## src/rtl/uart_rx_oversample.sv

```systemverilog
// 8N1 UART receiver with 16x oversampling, 2-of-3 majority sampling,
// a held-byte valid/ack handshake and a sticky overrun flag.
//
// Handshake: rxValid rises with rxDone and stays high until rxAck is seen
// high on a rising clock edge. If rxAck and a new good frame land in the
// same cycle, the new byte wins: rxValid stays high and rxOverrun is not set.
module uart_rx_oversample #(
  parameter int CLOCK_RATE = 12000000,
  parameter int BAUD_RATE  = 9600,
  parameter int OVERSAMPLE = 16
) (
  input  logic       clk,
  input  logic       reset,
  input  logic       rxEn,
  input  logic       rxIn,
  input  logic       rxAck,
  output logic       rxBusy,
  output logic       rxDone,
  output logic       rxErr,
  output logic [7:0] rxOut,
  output logic       rxValid,
  output logic       rxOverrun,
  output logic [2:0] state_dbg
);

  localparam int DIV = CLOCK_RATE / (BAUD_RATE * OVERSAMPLE);
  localparam int CW  = (DIV > 1) ? $clog2(DIV) : 1;
  localparam logic [CW-1:0] DIV_LAST = CW'(DIV - 1);

  typedef enum logic [2:0] {
    IDLE      = 3'd0,
    START     = 3'd1,
    DATA      = 3'd2,
    STOP      = 3'd3,
    WAIT_HIGH = 3'd4
  } state_t;

  state_t        state;
  logic          sync1, sync2, rxs_d;
  logic          rxS, fall_edge, start_go, tick;
  logic [CW-1:0] div_cnt;
  logic [3:0]    tick_cnt;
  logic [2:0]    bit_idx;
  logic [7:0]    shreg;
  logic [2:0]    votes;

  function automatic logic maj3(input logic a, input logic b, input logic c);
    return (a & b) | (a & c) | (b & c);
  endfunction

  assign rxS       = sync2;
  assign fall_edge = rxs_d & ~rxS;
  assign start_go  = (state == IDLE) && rxEn && fall_edge;
  assign tick      = (div_cnt == DIV_LAST);
  assign state_dbg = state;

  // Two-flop synchronizer plus one delayed copy for falling-edge detection.
  always_ff @(posedge clk or negedge reset) begin
    if (!reset) begin
      sync1 <= 1'b1;
      sync2 <= 1'b1;
      rxs_d <= 1'b1;
    end else begin
      sync1 <= rxIn;
      sync2 <= sync1;
      rxs_d <= sync2;
    end
  end

  // Oversample tick divider; restarts on a detected start edge to phase-align sampling.
  always_ff @(posedge clk or negedge reset) begin
    if (!reset) begin
      div_cnt <= '0;
    end else if (start_go || tick) begin
      div_cnt <= '0;
    end else begin
      div_cnt <= div_cnt + 1'b1;
    end
  end

  // Receive FSM with registered status outputs and the valid/ack/overrun handshake.
  always_ff @(posedge clk or negedge reset) begin
    if (!reset) begin
      state     <= IDLE;
      tick_cnt  <= 4'd0;
      bit_idx   <= 3'd0;
      shreg     <= 8'h00;
      votes     <= 3'b000;
      rxBusy    <= 1'b0;
      rxDone    <= 1'b0;
      rxErr     <= 1'b0;
      rxOut     <= 8'h00;
      rxValid   <= 1'b0;
      rxOverrun <= 1'b0;
    end else begin
      rxDone <= 1'b0;
      rxErr  <= 1'b0;
      if (rxAck) begin
        rxValid   <= 1'b0;
        rxOverrun <= 1'b0;
      end
      if (!rxEn) begin
        // Disable discards any partial frame silently.
        state  <= IDLE;
        rxBusy <= 1'b0;
      end else begin
        case (state)
          IDLE: begin
            if (fall_edge) begin
              state    <= START;
              rxBusy   <= 1'b1;
              tick_cnt <= 4'd0;
            end
          end
          START: begin
            if (tick) begin
              tick_cnt <= tick_cnt + 4'd1;
              if (tick_cnt == 4'd7 && rxS) begin
                rxErr  <= 1'b1;
                rxBusy <= 1'b0;
                state  <= IDLE;
              end else if (tick_cnt == 4'd15) begin
                bit_idx <= 3'd0;
                state   <= DATA;
              end
            end
          end
          DATA: begin
            if (tick) begin
              tick_cnt <= tick_cnt + 4'd1;
              if (tick_cnt == 4'd7) votes[0] <= rxS;
              if (tick_cnt == 4'd8) votes[1] <= rxS;
              if (tick_cnt == 4'd9) votes[2] <= rxS;
              if (tick_cnt == 4'd15) begin
                shreg   <= {maj3(votes[0], votes[1], votes[2]), shreg[7:1]};
                bit_idx <= bit_idx + 3'd1;
                if (bit_idx == 3'd7) state <= STOP;
              end
            end
          end
          STOP: begin
            if (tick) begin
              tick_cnt <= tick_cnt + 4'd1;
              if (tick_cnt == 4'd7) votes[0] <= rxS;
              if (tick_cnt == 4'd8) votes[1] <= rxS;
              if (tick_cnt == 4'd9) begin
                rxBusy <= 1'b0;
                if (maj3(votes[0], votes[1], rxS)) begin
                  rxOut   <= shreg;
                  rxDone  <= 1'b1;
                  rxValid <= 1'b1;
                  if (rxValid && !rxAck) rxOverrun <= 1'b1;
                  state   <= IDLE;
                end else begin
                  // A low stop bit may be a break; wait for the line to recover.
                  rxErr <= 1'b1;
                  state <= WAIT_HIGH;
                end
              end
            end
          end
          WAIT_HIGH: begin
            if (tick && rxS) state <= IDLE;
          end
          default: begin
            state  <= IDLE;
            rxBusy <= 1'b0;
          end
        endcase
      end
    end
  end

endmodule
```

## config.mk

```make
export PLATFORM = sky130hd
export DESIGN_NAME = uart_rx_oversample
export DESIGN_NICKNAME = d
export VERILOG_FILES = /design/src/rtl/uart_rx_oversample.sv
export SDC_FILE = /design/constraint.sdc
export NUM_CORES = 1
export LEC_CHECK = 0
export BUFFER_PORTS_ARGS = -buffer_cell sky130_fd_sc_hd__buf_2
export CAP_MARGIN = 20
export CORE_MARGIN = 2
export CORE_UTILIZATION = 50
export DETAILED_ROUTE_END_ITERATION = 8
export PLACE_DENSITY_LB_ADDON = 0.2
export SETUP_SLACK_MARGIN = 0.3
export SLEW_MARGIN = 20
export SYNTH_ARGS = -nofsm -noshare
export SYNTH_HDL_FRONTEND = slang
export SYNTH_SLANG_ARGS = --single-unit
```

## constraint.sdc

```tcl
create_clock -name clk -period 3.35 [get_ports clk]
set_input_delay 0.8375 -clock clk [delete_from_list [all_inputs] [get_ports clk]]
set_output_delay 0.8375 -clock clk [all_outputs]
set_load 0.05 [all_outputs]
```

==> results.sh, run 1 <==
export IMPL_status="finished clean"
export IMPL_final_common_cell="dfrtp_1"
export IMPL_synth_cell_types=48
export IMPL_synth_edff_count=0
export IMPL_synth_top_family_by_area="simple AND/OR/NAND/NOR gates"
export IMPL_max_freq_ghz=0.452
export IMPL_finalCritPeriodShare=0.661
export IMPL_p_clk_frac=0.231
export IMPL_clock_sinks=44
export IMPL_cts_buffers=5
export IMPL_critPathSlowestCell="nor4_4"
export IMPL_finalSetupViolCount=0
export IMPL_h_tree_depth=2
export IMPL_grt_total_usage=0.180
export IMPL_ctsHoldBuffers=0
export IMPL_max_slew_margin=0.534
export IMPL_grt_pass1_wl_um=7040
export IMPL_mappedNetlistArea_um2=2130
export IMPL_p_sw_frac=0.361
export IMPL_gp_congestion=0.832
export IMPL_yosys_area_share_xor_xnor=0.0247
export IMPL_cp_cell_sequence="inv_1 -> ha_1 -> and4bb_4 -> nand2_2 -> nor4_4 -> mux2_1"
export IMPL_cellInternalPower_uw=939
export IMPL_rsz0062_at_grt="no"
export IMPL_fin_nets=228
export IMPL_yosys_mux_area_fraction=0.0800
export IMPL_antenna_found_initial=0
export IMPL_die_h_um=69.2
export IMPL_dp_hpwl_um=2770
export IMPL_wire_per_inst_um=14.6
export IMPL_drive_above_1_share=0.207
export IMPL_reg2reg_depth=6
export IMPL_drt_wl_total_um=3890
export IMPL_num_vias=1456
export IMPL_cts_root_buf="clkbuf_8"
export IMPL_die_area_um2=4790
export IMPL_syn2layout_area_growth_pct=11.1
export IMPL_ir_drop_v=0.000327
export IMPL_start_util=0.525
export IMPL_synth_ff_type="dfrtp_1"
export IMPL_ios=21
export IMPL_cp_end_kind="flop"
export IMPL_firstDrtPassIters=4
export IMPL_synth_seq_cells=44
export IMPL_cp_data_required_time_ps=3530
export IMPL_ant_nets=0
export IMPL_hold_depth=0
export IMPL_leakage_nw=1.19
export IMPL_final_cell_mix="dfrtp_1, nand2_1, buf_2, nor2_1, mux2_1"
export IMPL_avgSynthCellArea_um2=11.0
export IMPL_yosys_area_share_adder=0.0506
export IMPL_worstMarginPinSlew_ps=693
export IMPL_syn_nets=206
export IMPL_core_um2=4060
export IMPL_drv_cap=0
export IMPL_portBuffers=20
export IMPL_drc=0
export IMPL_hold_class="flop to flop"
export IMPL_fin_crit_ps=2210
export IMPL_pwr_share_comb=0.294
export IMPL_clkLatencyLatePin_ps=290
export IMPL_power_density_nw_per_um2=622
export IMPL_gr_total_overflow=0
export IMPL_start_kind="flop"
export IMPL_grt_pass1_vias=1517
export IMPL_p_sw_uw=530
export IMPL_worst_ep_arrival_time_ps=2390
export IMPL_crit_type="flop to flop"
export IMPL_ys_seq_area_frac=0.519
export IMPL_ys_warn_count=0
export IMPL_cts_buffer_depth=2
export IMPL_synth_compound_area_share=0.0852
export IMPL_hold_violations=0
export IMPL_cts_resized=0
export IMPL_cts_tree="yes"
export IMPL_post_cts_buffers=0
export IMPL_max_stage_delay_ps=680
export IMPL_final_cells=267
export IMPL_setup_tns_ps=0
export IMPL_dp_cells=258
export IMPL_path_max_fanout=11
export IMPL_clk_pin_slew_ps=80
export IMPL_ys_async_sr_fraction=1.00
export IMPL_slew_viol_final=0
export IMPL_num_antenna_cells=0
export IMPL_grt_max_degree=45
export IMPL_synthSimpleGateAreaFrac=0.209
export IMPL_drt_iter0_markers=101
export IMPL_fp_dieW_um=69.2
export IMPL_vias_per_cell=5.45
export IMPL_final_setup_skew_ps=6.12
export IMPL_fp_row_count=23
export IMPL_syn_inst=194
export IMPL_seq_power_share=0.474
through the flow:
step	setup slack, ps	power (mW)	util	hold WS [ps]	instance area [um^2]
after floorplan	1350	1.05	-	345	2130
after global placement	1110	1.12	0.554	349	2250
after detailed placement	1050	1.14	0.554	354	2250
after CTS	1120	1.48	0.578	365	2340
after global routing	1020	1.56	0.582	371	2360
final	1140	1.47	0.582	362	2360
final timing paths:
check / start / to / slack (ps)
max in group asynchronous: reset / rxS / 2350
worst max register to register: div_cnt[1] / shreg[6] / 1140
worst max-delay path: div_cnt[1] / shreg[6] / 1140
min in group asynchronous: reset / div_cnt[0] / 450
worst min-delay path: sync1 / rxS / 360
worst min register to register: sync1 / rxS / 360
power by group through the flow:
stage | clock network (mW) | registers, mW | logic [mW]
after CTS | 0.351 | 0.696 | 0.433
after detailed placement | 0 | 0.706 | 0.431
final | 0.340 | 0.697 | 0.433
after global placement | 0 | 0.699 | 0.416
after global routing | 0.377 | 0.708 | 0.477
after floorplan | 0 | 0.721 | 0.324
flip-flops by register name, summed over array words and instances, names as in the netlist, 3 cells and up:
name	flops
state_dbg	3
div_cnt	7
bit_idx	3
tick_cnt	4
votes	3
shreg	8
rxOut	8
cells in the mapped netlist (2+ instances only):
master / count / share of area
a21oi_1: 3 / 0.0071
a22o_1: 2 / 0.0082
a31oi_1: 3 / 0.0088
and2_1: 3 / 0.0088
and3_1: 2 / 0.0059
buf_2: 3 / 0.0071
buf_4: 2 / 0.0071
dfrtp_1: 41 / 0.48
dfstp_2: 3 / 0.037
ha_1: 7 / 0.041
inv_1: 7 / 0.012
maj3_1: 2 / 0.0094
mux2_1: 10 / 0.053
mux2_2: 2 / 0.011
mux2i_1: 2 / 0.0094
nand2_1: 30 / 0.053
nand3_1: 9 / 0.021
nand3b_1: 2 / 0.0071
nand4_1: 2 / 0.0059
nand4b_1: 2 / 0.0082
nor2_1: 19 / 0.034
nor3_1: 4 / 0.0094
nor4_1: 2 / 0.0059
o21ai_0: 3 / 0.0071
o31ai_1: 2 / 0.0071
xor2_1: 5 / 0.021
critical path, delay by kind of cell (launching register included):
kind,cells,cell delay [ps]
DFF,1,420
adders and majority gates,1,140
muxes,1,380
buffers and inverters,1,70
and+or+nand+nor,3,1090
logic make-up (layout without fill, tap and decap cells):
logic type | Yosys count | count (layout)
AND/OR/NAND/NOR | 86 | 86
flip-flops | 44 | 44
buffers and inverters | 13 | 36
adder cells (fa/ha/maj) | 9 | 9
multiplexers | 15 | 15
AO/OA/AOI/OAI | 21 | 21
XOR/XNOR | 6 | 6
final cells by class:
class | count | area, um^2
well taps | 50 | 62.6
repair buffers | 21 | 120
inverters | 7 | 26.3
clock inverters | 1 | 7.51
flip-flops and latches | 44 | 1100
multi-input cells | 137 | 956
fillers | 355 | 1690
clock buffers | 7 | 86.3
layer usage:
layer | global-route usage | vias up | wire length, um
li1 | - | 718 | -
met3 | 0.0320 | 4 | 109
met4 | 0.0697 | 0 | 33
met2 | 0.292 | 19 | 1870
met5 | 0 | - | 0
met1 | 0.243 | 715 | 1870
(Power assumes the default switching activity.)
==> inputs of run 2 (changes only) <==
==> constraint.sdc (replaced) <==
create_clock -name clk -period 2.2 [get_ports clk]
set_input_delay 0.55 -clock clk [delete_from_list [all_inputs] [get_ports clk]]
set_output_delay 0.55 -clock clk [all_outputs]
set_load 0.05 [all_outputs]
==> results.sh, run 2 (synthesis results as in run 1) <==
export IMPL_ant_nets=0
export IMPL_grt_total_usage=0.185
export IMPL_n_fill_cell=330
export IMPL_crit_start="div_cnt[1]"
export IMPL_reg2reg_depth=7
export IMPL_num_vias=1515
export IMPL_multi_input_area_um2=1050
export IMPL_max_stage_delay_ps=410
export IMPL_max_freq_ghz=0.532
export IMPL_cellInternalPower_mw=1.57
export IMPL_drt_wl_total_um=4190
export IMPL_die_h_um=69.2
export IMPL_wire_per_inst_um=15.1
export IMPL_grt_pass1_wl_um=7050
export IMPL_final_setup_skew_ps=9.59
export IMPL_start_kind="flop"
export IMPL_cts_buffer_depth=2
export IMPL_hold_class="input pin to asynchronous set/reset pin"
export IMPL_portBuffers=20
export IMPL_cp_cell_sequence="inv_1 -> ha_1 -> and4bb_4 -> a211oi_2 -> a311oi_4 -> o21ai_2 -> mux2_4"
export IMPL_worst_ep_arrival_time_ps=2070
export IMPL_rrSetupSlack_ps=320
export IMPL_final_util=0.625
export IMPL_antenna_found_initial=0
export IMPL_finalSetupViolCount=0
export IMPL_rsz0062_at_grt="yes"
export IMPL_fp_dieW_um=69.2
export IMPL_p_clk_frac=0.250
export IMPL_dp_cells=262
export IMPL_worstMarginPinSlew_ps=831
export IMPL_status="finished clean"
export IMPL_leakage_nw=1.26
export IMPL_die_area_um2=4790
export IMPL_seq_power_share=0.440
export IMPL_ios=21
export IMPL_p_sw_uw=844
export IMPL_drt_iter0_markers=67
export IMPL_fin_area_um2=2540
export IMPL_cts_root_buf="clkbuf_8"
export IMPL_place_area_um2=2280
export IMPL_hold_violations=0
export IMPL_ctsHoldBuffers=0
export IMPL_register_area_um2=1110
export IMPL_grt_pass1_vias=1582
export IMPL_start_util=0.525
export IMPL_clkLatencyLatePin_ps=300
export IMPL_grt_max_degree=40
export IMPL_cts_buffers=5
export IMPL_final_cells=277
export IMPL_vias_per_cell=5.47
export IMPL_fin_nets=238
export IMPL_p_sw_frac=0.349
export IMPL_cp_endpoint="state_dbg[2]"
export IMPL_clk_pin_slew_ps=80
export IMPL_path_max_fanout=6
export IMPL_r2r_end="state_dbg[2]"
export IMPL_cts_tree="yes"
export IMPL_final_cell_mix="dfrtp_1, nand2_1, buf_2, nor2_1, buf_4"
export IMPL_power_mw=2.42
export IMPL_fp_row_count=23
export IMPL_slew_viol_final=0
export IMPL_syn2layout_area_growth_pct=19.2
export IMPL_core_um2=4060
export IMPL_dp_hpwl_um=2890
export IMPL_fin_crit_ps=1880
export IMPL_critPathSlowestCell="dfrtp_1"
export IMPL_drive_above_1_share=0.322
export IMPL_num_antenna_cells=0
export IMPL_final_common_cell="dfrtp_1"
export IMPL_drc=0
export IMPL_finalCritPeriodShare=0.854
export IMPL_crit_type="flop to flop"
export IMPL_drv_cap=0
export IMPL_pwr_share_comb=0.310
export IMPL_firstDrtPassIters=4
export IMPL_power_density_nw_per_um2=953
export IMPL_cp_data_required_time_ps=2390
export IMPL_setup_tns_ps=0
export IMPL_largest_registers="rxOut (8), shreg (8), div_cnt (7)"
export IMPL_cp_end_kind="flop"
export IMPL_r2r_start="div_cnt[1]"
export IMPL_gp_congestion=0.863
export IMPL_max_slew_margin=0.446
export IMPL_clock_sinks=44
export IMPL_gr_total_overflow=0
export IMPL_ir_drop_v=0.000460
export IMPL_h_tree_depth=2
## run 2: what timing repair did
item                       CTS  global route
gates resized for setup      3            19
pin swaps                    1             2
setup endpoints to repair    9            13
buffers inserted             1             5
cloned                       1             0
## run 2: critical path: cells and delay by family (launching register included)
family | cells | cell delay [ps]
compound gates | 3 | 550
flops | 1 | 410
simple gates | 1 | 310
mux | 1 | 300
fa+ha+maj | 1 | 130
buf+inv | 1 | 70
## run 2: worst min path at each step
stage	depth (start not counted)	from	endpoint	slack (ps)
2_1_floorplan	0	reset	bit_idx[0]	250
3_3_place_gp	0	sync1	rxS	350
3_5_place_dp	0	sync1	rxS	350
4_1_cts	1	rxIn	sync1	340
5_1_grt	1	rxIn	sync1	340
6_report	1	reset	div_cnt[3]	350
## run 2: through the flow
stage	setup slack (ps)	hold WS [ps]
after global placement	283	349
after detailed placement	221	350
after global routing	241	339
final	320	347
after CTS	288	339
after floorplan	311	254
## run 2: layer usage
layer	part of all wire	wire length (um)	track usage
met2	0.48	2020	0.300
met5	0	0	0
met4	0.022	91	0.107
met3	0.037	156	0.0378
met1	0.46	1920	0.228
## run 2: power groups by stage
stage / Combinational, mW / Sequential [mW] / Clock [mW]
after floorplan: 0.494 / 1.10 / 0
final: 0.749 / 1.06 / 0.603
after global routing: 0.825 / 1.08 / 0.655
after CTS: 0.684 / 1.05 / 0.624
after detailed placement: 0.682 / 1.06 / 0
after global placement: 0.664 / 1.05 / 0
## run 2: final cells by class
cell class                      instances  area share
Clock inverter                          2      0.0138
Sequential cell                        44       0.437
Tap cell                               50      0.0247
Clock buffer                            6      0.0286
Multi-Input combinational cell        137       0.412
Timing Repair Buffer                   31      0.0735
Inverter                                7      0.0104
==> inputs of run 3 (changes only) <==
==> constraint.sdc (replaced) <==
create_clock -name clk -period 2.2 [get_ports clk]
set_input_delay 0.22 -clock clk [delete_from_list [all_inputs] [get_ports clk]]
set_output_delay 0.22 -clock clk [all_outputs]
set_load 0.05 [all_outputs]
==> results.sh, run 3 (synthesis results as in run 1) <==
export IMPL_clk_pin_slew_ps=80
export IMPL_portBuffers=20
export IMPL_cp_data_required_time_ps=2390
export IMPL_clock_sinks=44
export IMPL_die_h_um=69.2
export IMPL_gp_congestion=0.878
export IMPL_drt_iter0_markers=62
export IMPL_grt_pass1_vias=1443
export IMPL_ir_drop_v=0.000480
export IMPL_syn2layout_area_growth_pct=16.6
export IMPL_num_antenna_cells=0
export IMPL_antenna_found_initial=0
export IMPL_gr_total_overflow=0
export IMPL_largest_registers="rxOut (8), shreg (8), div_cnt (7)"
export IMPL_cts_buffers=5
export IMPL_finalCritPeriodShare=0.848
export IMPL_clkLatencyLatePin_ps=300
export IMPL_finalSetupViolCount=0
export IMPL_power_density_nw_per_um2=962
export IMPL_grt_max_degree=43
export IMPL_num_vias=1516
export IMPL_firstDrtPassIters=4
export IMPL_drt_wl_total_um=4050
export IMPL_hold_violations=0
export IMPL_final_common_cell="dfrtp_1"
export IMPL_grt_pass1_wl_um=6670
export IMPL_dp_hpwl_um=2750
export IMPL_wire_per_inst_um=14.6
export IMPL_fp_dieW_um=69.2
export IMPL_cts_buffer_depth=2
export IMPL_ios=21
export IMPL_final_setup_skew_ps=8.17
export IMPL_grt_total_usage=0.173
export IMPL_hold_class="input pin to flop"
export IMPL_worst_ep_arrival_time_ps=2050
export IMPL_power_mw=2.39
export IMPL_fp_row_count=23
export IMPL_start_util=0.525
export IMPL_fin_crit_ps=1870
export IMPL_rsz0062_at_grt="yes"
export IMPL_slew_viol_final=0
export IMPL_start_kind="flop"
export IMPL_setup_tns_ps=0
export IMPL_vias_per_cell=5.45
export IMPL_cts_root_buf="clkbuf_8"
export IMPL_max_slew_margin=0.394
export IMPL_cts_tree="yes"
export IMPL_leakage_nw=1.23
export IMPL_final_cells=278
export IMPL_fin_nets=239
export IMPL_drive_above_1_share=0.294
export IMPL_path_max_fanout=6
export IMPL_die_area_um2=4790
export IMPL_worstMarginPinSlew_ps=909
export IMPL_drv_cap=0
export IMPL_crit_type="flop to flop"
export IMPL_status="finished clean"
export IMPL_ant_nets=0
export IMPL_drc=0
export IMPL_hold_worst_slack_ps=15.5
export IMPL_max_freq_ghz=0.536
export IMPL_final_cell_mix="dfrtp_1, nand2_1, buf_2, nor2_1, buf_4"
export IMPL_core_um2=4060
export IMPL_cp_end_kind="flop"
export IMPL_ctsHoldBuffers=0
export IMPL_dp_cells=261
export IMPL_h_tree_depth=2
## run 3: cell types whose count changed in the layout (fill, tap and decap cells not counted), sizes merged
cell and change:
clkinv -1, clkbuf +1, buf +1, bufinv -1, clkinvlp +1
## run 3: worst max-delay path, cell delays in order (launching register included)
cell and delay [ps]:
dfrtp_1 410, inv_1 60, ha_1 130, and4bb_4 290, a211oi_2 120, a311oi_4 310
o21ai_2 110, mux2_4 300
## run 3: path summary, 6_finish.rpt
path / start / to / slack, ps / depth (start not counted)
worst max-delay path: div_cnt[1] / state_dbg[2] / 330 / 7
worst min-delay path: rxIn / sync1 / 20 / 1
worst max register to register: div_cnt[1] / state_dbg[2] / 330 / 7
worst min register to register: sync1 / rxS / 360 / 0
max in group asynchronous: reset / state_dbg[2] / 1530 / 1
min in group asynchronous: reset / div_cnt[3] / 40 / 1
## run 3: per-layer routing
| metal | GRT usage | up-vias | wire (um) |
|---|---|---|---|
| li1 | - | 735 | - |
| met1 | 0.235 | 740 | 1900 |
| met2 | 0.264 | 33 | 1900 |
| met3 | 0.0509 | 8 | 186 |
| met4 | 0.0675 | 0 | 67 |
| met5 | 0 | - | 0 |
## run 3: layout make-up
class | instances | area (um^2)
clock buffers | 7 | 86.3
clock inverters | 1 | 7.51
fillers | 338 | 1580
inverters | 7 | 26.3
multi-input cells | 137 | 998
flip-flops and latches | 44 | 1110
well taps | 50 | 62.6
repair buffers | 32 | 194
## run 3: repair_timing
action                     4_1_cts  5_1_grt
resized for setup                3        9
gates cloned                     1        0
setup buffers                    0        8
pin swaps                        1        2
setup endpoints to repair       11       15
## run 3: per-stage QoR
| step | cell area, um^2 | setup slack (ps) | util |
|---|---|---|---|
| global route | 2480 | 275 | 0.612 |
| detailed placement | 2270 | 240 | 0.561 |
| finish | 2480 | 334 | 0.612 |
| global placement | 2270 | 286 | 0.561 |
| floorplan | 2130 | 311 | - |
| CTS | 2380 | 297 | 0.587 |
## run 3: report_power, final
| group | switching, mW | leakage (nW) | internal, mW |
|---|---|---|---|
| clock network | 0.274 | 0.0445 | 0.255 |
| registers | 0.143 | 0.587 | 0.915 |
| logic | 0.445 | 0.604 | 0.357 |
